**src/rtl/mem_block_streamer.sv**
```systemverilog
// rtl/mem_block_streamer.sv - block read/write initiator for a two-bank interleaved memory
module mem_block_streamer #(
  parameter int M = 8,
  parameter int K = 11
) (
  input  logic         clock,
  input  logic         reset,
  input  logic         start,
  input  logic         op,
  input  logic [K-1:0] base,
  input  logic [K:0]   len,
  output logic         busy,
  output logic         done,
  output logic [M-1:0] rd_data,
  output logic         rd_valid,
  input  logic         rd_ack,
  input  logic [M-1:0] wr_data,
  input  logic         wr_valid,
  output logic         wr_ack,
  output logic [K-1:0] mem_A,
  output logic [M-1:0] mem_WD,
  output logic         mem_WE,
  input  logic [M-1:0] mem_RA
);

  typedef enum logic [1:0] {IDLE, READ, WRITE, DONE} state_t;

  state_t         state, state_nx;
  logic [K-1:0]   addr;
  logic [K:0]     cnt;
  logic           rd_load;
  logic           wr_fire;
  logic           rd_room;

  // Output buffer can take a new word when empty or being drained this cycle.
  assign rd_room = !rd_valid || rd_ack;

  // State register; reset aborts any transfer in progress.
  always_ff @(posedge clock or posedge reset) begin
    if (reset) state <= IDLE;
    else       state <= state_nx;
  end

  // Next-state and per-cycle transfer decisions.
  always_comb begin
    state_nx = state;
    rd_load  = 1'b0;
    wr_fire  = 1'b0;
    case (state)
      IDLE: begin
        if (start) begin
          if (len == '0)  state_nx = DONE;
          else if (op)    state_nx = WRITE;
          else            state_nx = READ;
        end
      end
      READ: begin
        rd_load = (cnt != '0) && rd_room;
        if ((cnt == '0) && rd_room) state_nx = DONE;
      end
      WRITE: begin
        wr_fire = wr_valid;
        if (wr_valid && (cnt == {{K{1'b0}}, 1'b1})) state_nx = DONE;
      end
      DONE:    state_nx = IDLE;
      default: state_nx = IDLE;
    endcase
  end

  // Address/count datapath and the one-entry read buffer.
  always_ff @(posedge clock or posedge reset) begin
    if (reset) begin
      addr     <= '0;
      cnt      <= '0;
      rd_data  <= '0;
      rd_valid <= 1'b0;
    end else begin
      if (state == IDLE && start) begin
        addr <= base;
        cnt  <= len;
      end
      if (rd_load) begin
        rd_data  <= mem_RA;
        rd_valid <= 1'b1;
        addr     <= addr + 1'b1;
        cnt      <= cnt - 1'b1;
      end else if (state == READ && rd_ack) begin
        rd_valid <= 1'b0;
      end
      if (wr_fire) begin
        addr <= addr + 1'b1;
        cnt  <= cnt - 1'b1;
      end
    end
  end

  // Write strobes are gated by reset so they fall the instant reset rises.
  assign wr_ack = (state == WRITE) && !reset;
  assign mem_WE = wr_fire && !reset;
  assign mem_WD = wr_data;
  assign mem_A  = addr;
  assign busy   = (state != IDLE);
  assign done   = (state == DONE);

endmodule
```
**config.mk**
```make
export PLATFORM = sky130hd
export DESIGN_NAME = mem_block_streamer
export DESIGN_NICKNAME = d
export VERILOG_FILES = /design/src/rtl/mem_block_streamer.sv
export SDC_FILE = /design/constraint.sdc
export NUM_CORES = 1
export LEC_CHECK = 0
export ABC_AREA = 1
export CAP_MARGIN = 25
export CORE_ASPECT_RATIO = 1.5
export CORE_UTILIZATION = 46
export CTS_CLUSTER_DIAMETER = 60
export CTS_CLUSTER_SIZE = 30
export DETAILED_ROUTE_END_ITERATION = 16
export MAX_ROUTING_LAYER = met4
export PLACE_DENSITY = 0.8
export SYNTH_ARGS = -nofsm -noshare
export SYNTH_HDL_FRONTEND = slang
export SYNTH_SLANG_ARGS = --single-unit
```
**constraint.sdc**
```tcl
create_clock -name clock -period 2.58 [get_ports clock]
set_input_delay 0.516 -clock clock [delete_from_list [all_inputs] [get_ports clock]]
set_output_delay 0.516 -clock clock [all_outputs]
set_load 0.02 [all_outputs]
```
# Word level (Yosys, flattened, before mapping)

Index checks and enable logic that the tools add are counted.

Bits in registers: 34
Input port bits: 45
Output and inout port bits: 32
Logic and storage cells: 48

Add/subtract/negate cells: 2
Eq/ne operators: 7
Multiplexer cells: 16
Reduce and logical (&&, ||, !) cells: 18

Operator list:

| operator                | count |
|---|---|
| $mux W12                | 3 |
| $mux W11                | 3 |
| $logic_not A12 Y1       | 2 |
| $eq A12 B1 Y1 const B   | 1 |
| $reduce_bool A12 Y1     | 1 |
| $sub A12 B1 Y12 const B | 1 |
| $add A11 B1 Y11 const B | 1 |
| $mux W2                 | 5 |
| $pmux W2 S4             | 1 |
| $logic_and A1 B1 Y1     | 7 |
| $ne A2 B2 Y1 const B    | 3 |
| $eq A2 B2 Y1 const B    | 2 |
| $mux W1                 | 4 |
| $reduce_bool A2 Y1      | 2 |
| $reduce_and A3 Y1       | 1 |
| $reduce_bool A3 Y1      | 1 |
| $eq A2 B1 Y1 const B    | 1 |
| $logic_not A1 Y1        | 2 |
| $logic_not A2 Y1        | 1 |
| $logic_or A1 B1 Y1      | 1 |

# Longest topological paths before layout

Gate-level depths: netlist of the first run.

Depth after elaboration: 6
Gate-level depth with buffers: 12
Gate-level depth less buffers: 12

# Least setup slack after synthesis of the first run

OpenSTA, ideal clock, no wires.

Path kind: reg2out
Start point: register state[0]
End point: output mem_WE
Arrival: 1.326 ns
Required time: 2.064 ns
Path slack: 0.738 ns
Cell stages (with the launch flop): 6
Path buffers: 1
Path through: dfrtp_1 > inv_1 > ha_1 > nand2_1 > clkbuf_1 > nor2_1

Cells in the longest elaborated chain, start to end: 3

RTL lines:

| element                | line | RTL |
|---|---|---|
| from (decl)            | 28   | `state_t state, state_nx;` |
| from (signal assigned) | 41   | `else state <= state_nx;` |
| $eq A2 B2 Y1           | 49   | `case (state)` |
| $mux W1                | 49   |  |
| $logic_and A1 B1 Y1    | 99   | `assign mem_WE = wr_fire && !reset;` |
| to (decl)              | 22   | `output logic mem_WE,` |

No other way between the ends.

# Worst setup path in the final report of the first run

Same ends and word-level chain as after synthesis.

==> impl_metrics.csv, run 1 <==
group,metric,value,unit
critical_path,required,2.06,ns
power,powerDensity,1230,nW/um2
finish,layout.nets,470,
power,combPwrFrac,58.2,%
floorplan,dieArea,5480,um2
global_route,grt_antenna_before_repair,0,
critical_path,crit_arrival,1.81,ns
clock_network,cts.sinks,34,
floorplan,die_w,60.8,um
global_route,grt_overflow,0,
floorplan,fp-row-count,31,
power,swShare,47.0,%
finish,antenna_cells,0,
global_route,grtUsageTotal,24.4,%
min_path,hp-class,"reg2reg",
place,place_area,3010,um2
logic_synthesis,netlist_area,2380,um2
logic_synthesis,syn_nets,414,
finish,fin_cells,484,
clock_network,cts_buffers,5,
logic_synthesis,ys_types,22,
floorplan,coreArea,4890,um2
critical_path,crit_type,"reg2out",
finish,drive_gt1_share,6.22,%
floorplan,die_h,90.2,um
routing,drt_iter0_drc,110,
clock_network,cts_buffer_depth,2,
finish,mostFrequentLayoutCells,"nand2_1 (153), clkdlybuf4s50_1 (60), inv_1 (36)",
floorplan,start_util,48.8,%
min_path,worstHoldPathCells,2,
routing,finalWirelength,5770,um
global_route,grt_pass1_vias,2458,
power,power_frac_seq,29.0,%
logic_synthesis,syn_inst,361,
place,gp_congestion,0.839,
timing,finalCriticalPeriod,2.33,ns
min_path,min_from,"rd_data[7]$_DFFE_PP0P_",
logic_synthesis,synth_edf_count,0,
logic_synthesis,synth_ff_type,"dfrtp_1",
timing,worstMarginPinSlew,0.450,ns
critical_path,max_stage_delay,0.60,ns
routing,drcViolationCount,0,
critical_path,critPathBufInv,2,
floorplan,ios,77,
critical_path,critPathLaunch,"state[0]$_DFFE_PP0P_",
clock_network,ctsHoldBuffers,0,
power,p_switching,1.81,mW
critical_path,crit_path_top_delay_cell,"clkdlybuf4s50_1",
timing,skew,0.00541,ns
timing,period_share,90.2,%
finish,area_growth,30.8,%
logic_synthesis,synth_warnings,0,
logic_synthesis,syn_area_per_cell,6.60,um2
critical_path,path_cells,"inv_1 > ha_1 > nand2_1 > nor2_1 > clkdlybuf4s50_1",
critical_path,crit_family,"buffers and inverters",
min_path,hold_path_end,"rd_data[7]$_DFFE_PP0P_",
power,leakagePower,1.61,nW
timing,fin_setup_tns,0,ns
logic_synthesis,postSynth.asyncResetShare,100,%
global_route,grt_start_max_net_pins,35,
routing,wl_per_cell,11.9,um
finish,finish.utilization,63.8,%
flow_run,maxCapViolCount,0,
routing,vias,2377,
critical_path,worstSetupEndpointType,"output pin",
power,pwr-share-clk,12.8,%
clock_network,path_clk_slew,0.07,ns
clock_network,cts_root_buf,"clkbuf_8",
critical_path,critical_path.startpoint_type,"flop",
timing,maxSlewHeadroom,70.0,%
logic_synthesis,synth-seq-area-share,35.7,%
place,dpl.cell_count,476,
critical_path,worstReg2RegEnd,"mem_A[1]$_DFFE_PP0P_",
finish,final_common_cell,"nand2_1",
finish,final_area,3120,um2
timing,finalSetupViolCount,0,
routing,final_antenna_net_count,0,
clock_network,clock_latency,0.29,ns
critical_path,r2r_slack,0.47,ns
routing,via_per_inst,4.91,
status,status,"complete, no violations",
critical_path,crit_path_max_fanout,4,
timing,holdWs,0.481,ns
routing,first_pass_iters,4,
critical_path,rr_startpoint,"cnt[1]$_DFFE_PP0P_",
place,place_hpwl,4190,um
timing,finalHoldViolCount,0,
clock_network,cts_setup_buffers,0,
place,io_buffers,60,
critical_path,r2r_cells,11,
timing,rsz0062_at_grt,"no",
logic_synthesis,synth_seq_cells,34,
clock_network,cts_tree,"done",
power,vdd_drop_max,627,uV
clock_network,post_cts_resized,0,
power,p_int,2.04,mW
clock_network,htree_levels,2,
global_route,grt_pass1_wl,10100,um
timing,slew_viol_final,0,
timing,fmax,430,MHz
-- worst max path at each step --
stage | cells after the start | to | slack [ns]
floorplan | 5 | mem_WE | 0.74
global placement | 4 | mem_WE | 0.32
detailed placement | 4 | mem_WE | 0.29
CTS | 5 | mem_WE | 0.24
global route | 5 | mem_WE | 0.09
finish | 5 | mem_WE | 0.25
-- synth_stat cells, types with 5 or more instances --
| cell | number | area [um2] |
|---|---|---|
| o21ai_1 | 13 | 65.1 |
| xor2_1 | 8 | 70.1 |
| nand3_1 | 30 | 150 |
| nand2_1 | 153 | 574 |
| ha_1 | 8 | 100 |
| buf_2 | 5 | 25.0 |
| nor2_1 | 34 | 128 |
| dfrtp_1 | 34 | 851 |
| xnor2_1 | 6 | 52.6 |
| inv_1 | 36 | 135 |
| nand4_1 | 5 | 31.3 |
| buf_4 | 10 | 75.1 |
-- power groups by stage --
stage / clock network, mW / registers (mW) / logic [mW]
global route: 0.521 / 1.16 / 2.53
global placement: 0 / 1.11 / 2.15
detailed placement: 0 / 1.11 / 2.23
CTS: 0.499 / 1.11 / 2.25
finish: 0.493 / 1.11 / 2.24
floorplan: 0 / 1.25 / 1.37
-- cells by family after synthesis --
group                    count (synthesis)  share of synthesized area (%)
AND/OR/NAND/NOR                        232                           40.5
buffers and inverters                   57                           10.8
flip-flops                              34                           35.7
AO/OA/AOI/OAI                           16                           3.62
XOR/XNOR                                14                           5.14
adder cells (fa/ha/maj)                  8                           4.20
-- tightest hold or removal path: cells and delay by family (launching register included) --
kind | cells | cell delay [ns]
flops | 1 | 0.35
simple gates | 2 | 0.11
-- final cells by class --
type	instances	area, um2
Multi-Input combinational cell	270	1270
Inverter	39	146
Sequential cell	34	851
Fill cell	466	1770
Timing Repair Buffer	67	653
Clock inverter	2	37.5
Clock buffer	6	72.6
Tap cell	66	82.6
-- registers in the layout (all words and copies together) (netlist names) --
signal	count
cnt	12
rd_valid	1
state	2
rd_data	8
mem_A	11
-- through the flow --
step / setup WS, ns / total power [mW]
floorplan: 0.738 / 2.61
global placement: 0.319 / 3.25
detailed placement: 0.293 / 3.34
CTS: 0.244 / 3.86
global route: 0.0863 / 4.21
finish: 0.254 / 3.85
-- routing by layer --
metal | track usage, % | vias up | wire (um)
li1 | - | 1201 | -
met1 | 26.1 | 1091 | 2300
met2 | 43.8 | 72 | 3140
met3 | 3.88 | 13 | 217
met4 | 7.95 | 0 | 116
met5 | - | - | 0
Note: power is estimated with default switching activity, not from simulation.
==> run 2: changes to the inputs <==
Settings changed: ABC_CLOCK_PERIOD_IN_PS set to 2580, RECOVER_POWER set to 100.
==> run 2 against run 1 <==
  * Worst hold slack worse by 0.0056 ns
  * Global-route usage stayed put
  * Critical endpoint is now wr_ack
  * Clock-buffer cell count stayed put
  * Utilization is 0.41 points lower
  * Via count is 0.42% lower
  * Critical path depth is 2 lower
  * Worst setup slack worse by 0.049 ns
  * Clock power is 0.8% lower
==> impl_metrics.csv, run 2 (synthesized netlist as in run 1, its figures left out) <==
group,metric,value,unit
routing,vias,2367,
floorplan,ios,77,
clock_network,cts_tree,"done",
routing,final_antenna_net_count,0,
finish,drive_gt1_share,5.50,%
finish,mostFrequentLayoutCells,"nand2_1 (154), inv_1 (36), nor2_1 (36), clkdlybuf4s50_1 (36), dfrtp_1 (34)",
clock_network,ctsHoldBuffers,0,
clock_network,clock_latency,0.29,ns
timing,finalCriticalPeriod,2.38,ns
flow_run,maxCapViolCount,0,
critical_path,required,2.06,ns
place,gp_congestion,0.839,
floorplan,fp-row-count,31,
clock_network,cts_setup_buffers,0,
timing,finalSetupViolCount,0,
clock_network,cts_root_buf,"clkbuf_8",
routing,wl_per_cell,11.8,um
critical_path,crit_path_max_fanout,3,
routing,drt_iter0_drc,113,
global_route,grtUsageTotal,24.4,%
clock_network,path_clk_slew,0.07,ns
routing,finalWirelength,5720,um
routing,first_pass_iters,4,
floorplan,die_h,90.2,um
clock_network,post_cts_resized,0,
routing,via_per_inst,4.89,
timing,finalHoldViolCount,0,
min_path,hp-class,"reg2reg",
finish,largest_reg_flops,12,
finish,final_common_cell,"nand2_1",
finish,top_register,"cnt",
place,place_hpwl,4190,um
critical_path,crit_type,"in2out",
floorplan,die_w,60.8,um
timing,period_share,92.1,%
global_route,grt_pass1_vias,2458,
critical_path,worstSetupEndpointType,"output pin",
finish,finish.utilization,63.4,%
timing,fmax,421,MHz
finish,antenna_cells,0,
clock_network,cts_buffers,5,
place,io_buffers,60,
routing,drcViolationCount,0,
power,powerDensity,1200,nW/um2
power,leakagePower,1.63,nW
timing,slew_viol_final,0,
timing,skew,0.00553,ns
floorplan,dieArea,5480,um2
timing,fin_setup_tns,0,ns
timing,rsz0062_at_grt,"no",
finish,area_growth,30.0,%
global_route,grt_overflow,0,
global_route,grt_start_max_net_pins,35,
critical_path,r2r_slack,0.24,ns
clock_network,cts.sinks,34,
critical_path,critical_path.startpoint_type,"input port",
finish,layout.nets,470,
clock_network,htree_levels,2,
timing,worstMarginPinSlew,0.888,ns
power,vdd_drop_max,604,uV
floorplan,coreArea,4890,um2
global_route,grt_antenna_before_repair,0,
status,status,"complete, no violations",
timing,maxSlewHeadroom,40.8,%
clock_network,cts_buffer_depth,2,
critical_path,crit_arrival,1.86,ns
timing,holdWs,0.475,ns
floorplan,start_util,48.8,%
global_route,grt_pass1_wl,10100,um
==> run 2: metal layers <==
layer / vias up / GRT usage, % / share of wire (%)
met5: - / - / 0
met4: 0 / 7.95 / 2.0
met3: 14 / 3.88 / 4.1
met2: 73 / 43.8 / 54
met1: 1078 / 26.1 / 40
li1: 1202 / - / -
==> run 2: area by class of cell <==
type | instances | area (um2)
Clock buffer | 6 | 72.6
Clock inverter | 2 | 37.5
Fill cell | 472 | 1790
Inverter | 39 | 146
Multi-Input combinational cell | 270 | 1260
Sequential cell | 34 | 851
Tap cell | 66 | 82.6
Timing Repair Buffer | 67 | 646
==> run 2: metrics by stage <==
step / area (um2) / instances / setup WS [ns] / total power [mW]
final: 3100 / 484 / 0.204 / 3.73
after CTS: 3120 / 484 / 0.244 / 3.86
after detailed placement: 3010 / 476 / 0.293 / 3.34
after global placement: 3010 / 476 / 0.319 / 3.25
after floorplan: 2380 / 361 / 0.738 / 2.61
after global routing: 3100 / 484 / 0.0664 / 4.11
==> run 2: where the power goes <==
part | internal, mW | switching [mW]
clock network | 0.288 | 0.200
registers | 0.819 | 0.286
logic | 0.851 | 1.29
==> run 2: final timing paths <==
path                            cells past startpoint              startpoint                endpoint
worst max register to register                     10      cnt[1]$_DFFE_PP0P_    mem_A[1]$_DFFE_PP0P_
worst max-delay path                                3                   reset                  wr_ack
min in group asynchronous                           3                   reset      cnt[3]$_DFFE_PP0P_
worst min register to register                      2  rd_data[7]$_DFFE_PP0P_  rd_data[7]$_DFFE_PP0P_
worst min-delay path                                2  rd_data[7]$_DFFE_PP0P_  rd_data[7]$_DFFE_PP0P_
max in group asynchronous                           3                   reset    mem_A[6]$_DFFE_PP0P_
==> run 2: critical path, cell delays in order <==
cell	delay, ns
dlygate4sd3_1	0.57
nor2_1	0.10
dlygate4sd3_1	0.67
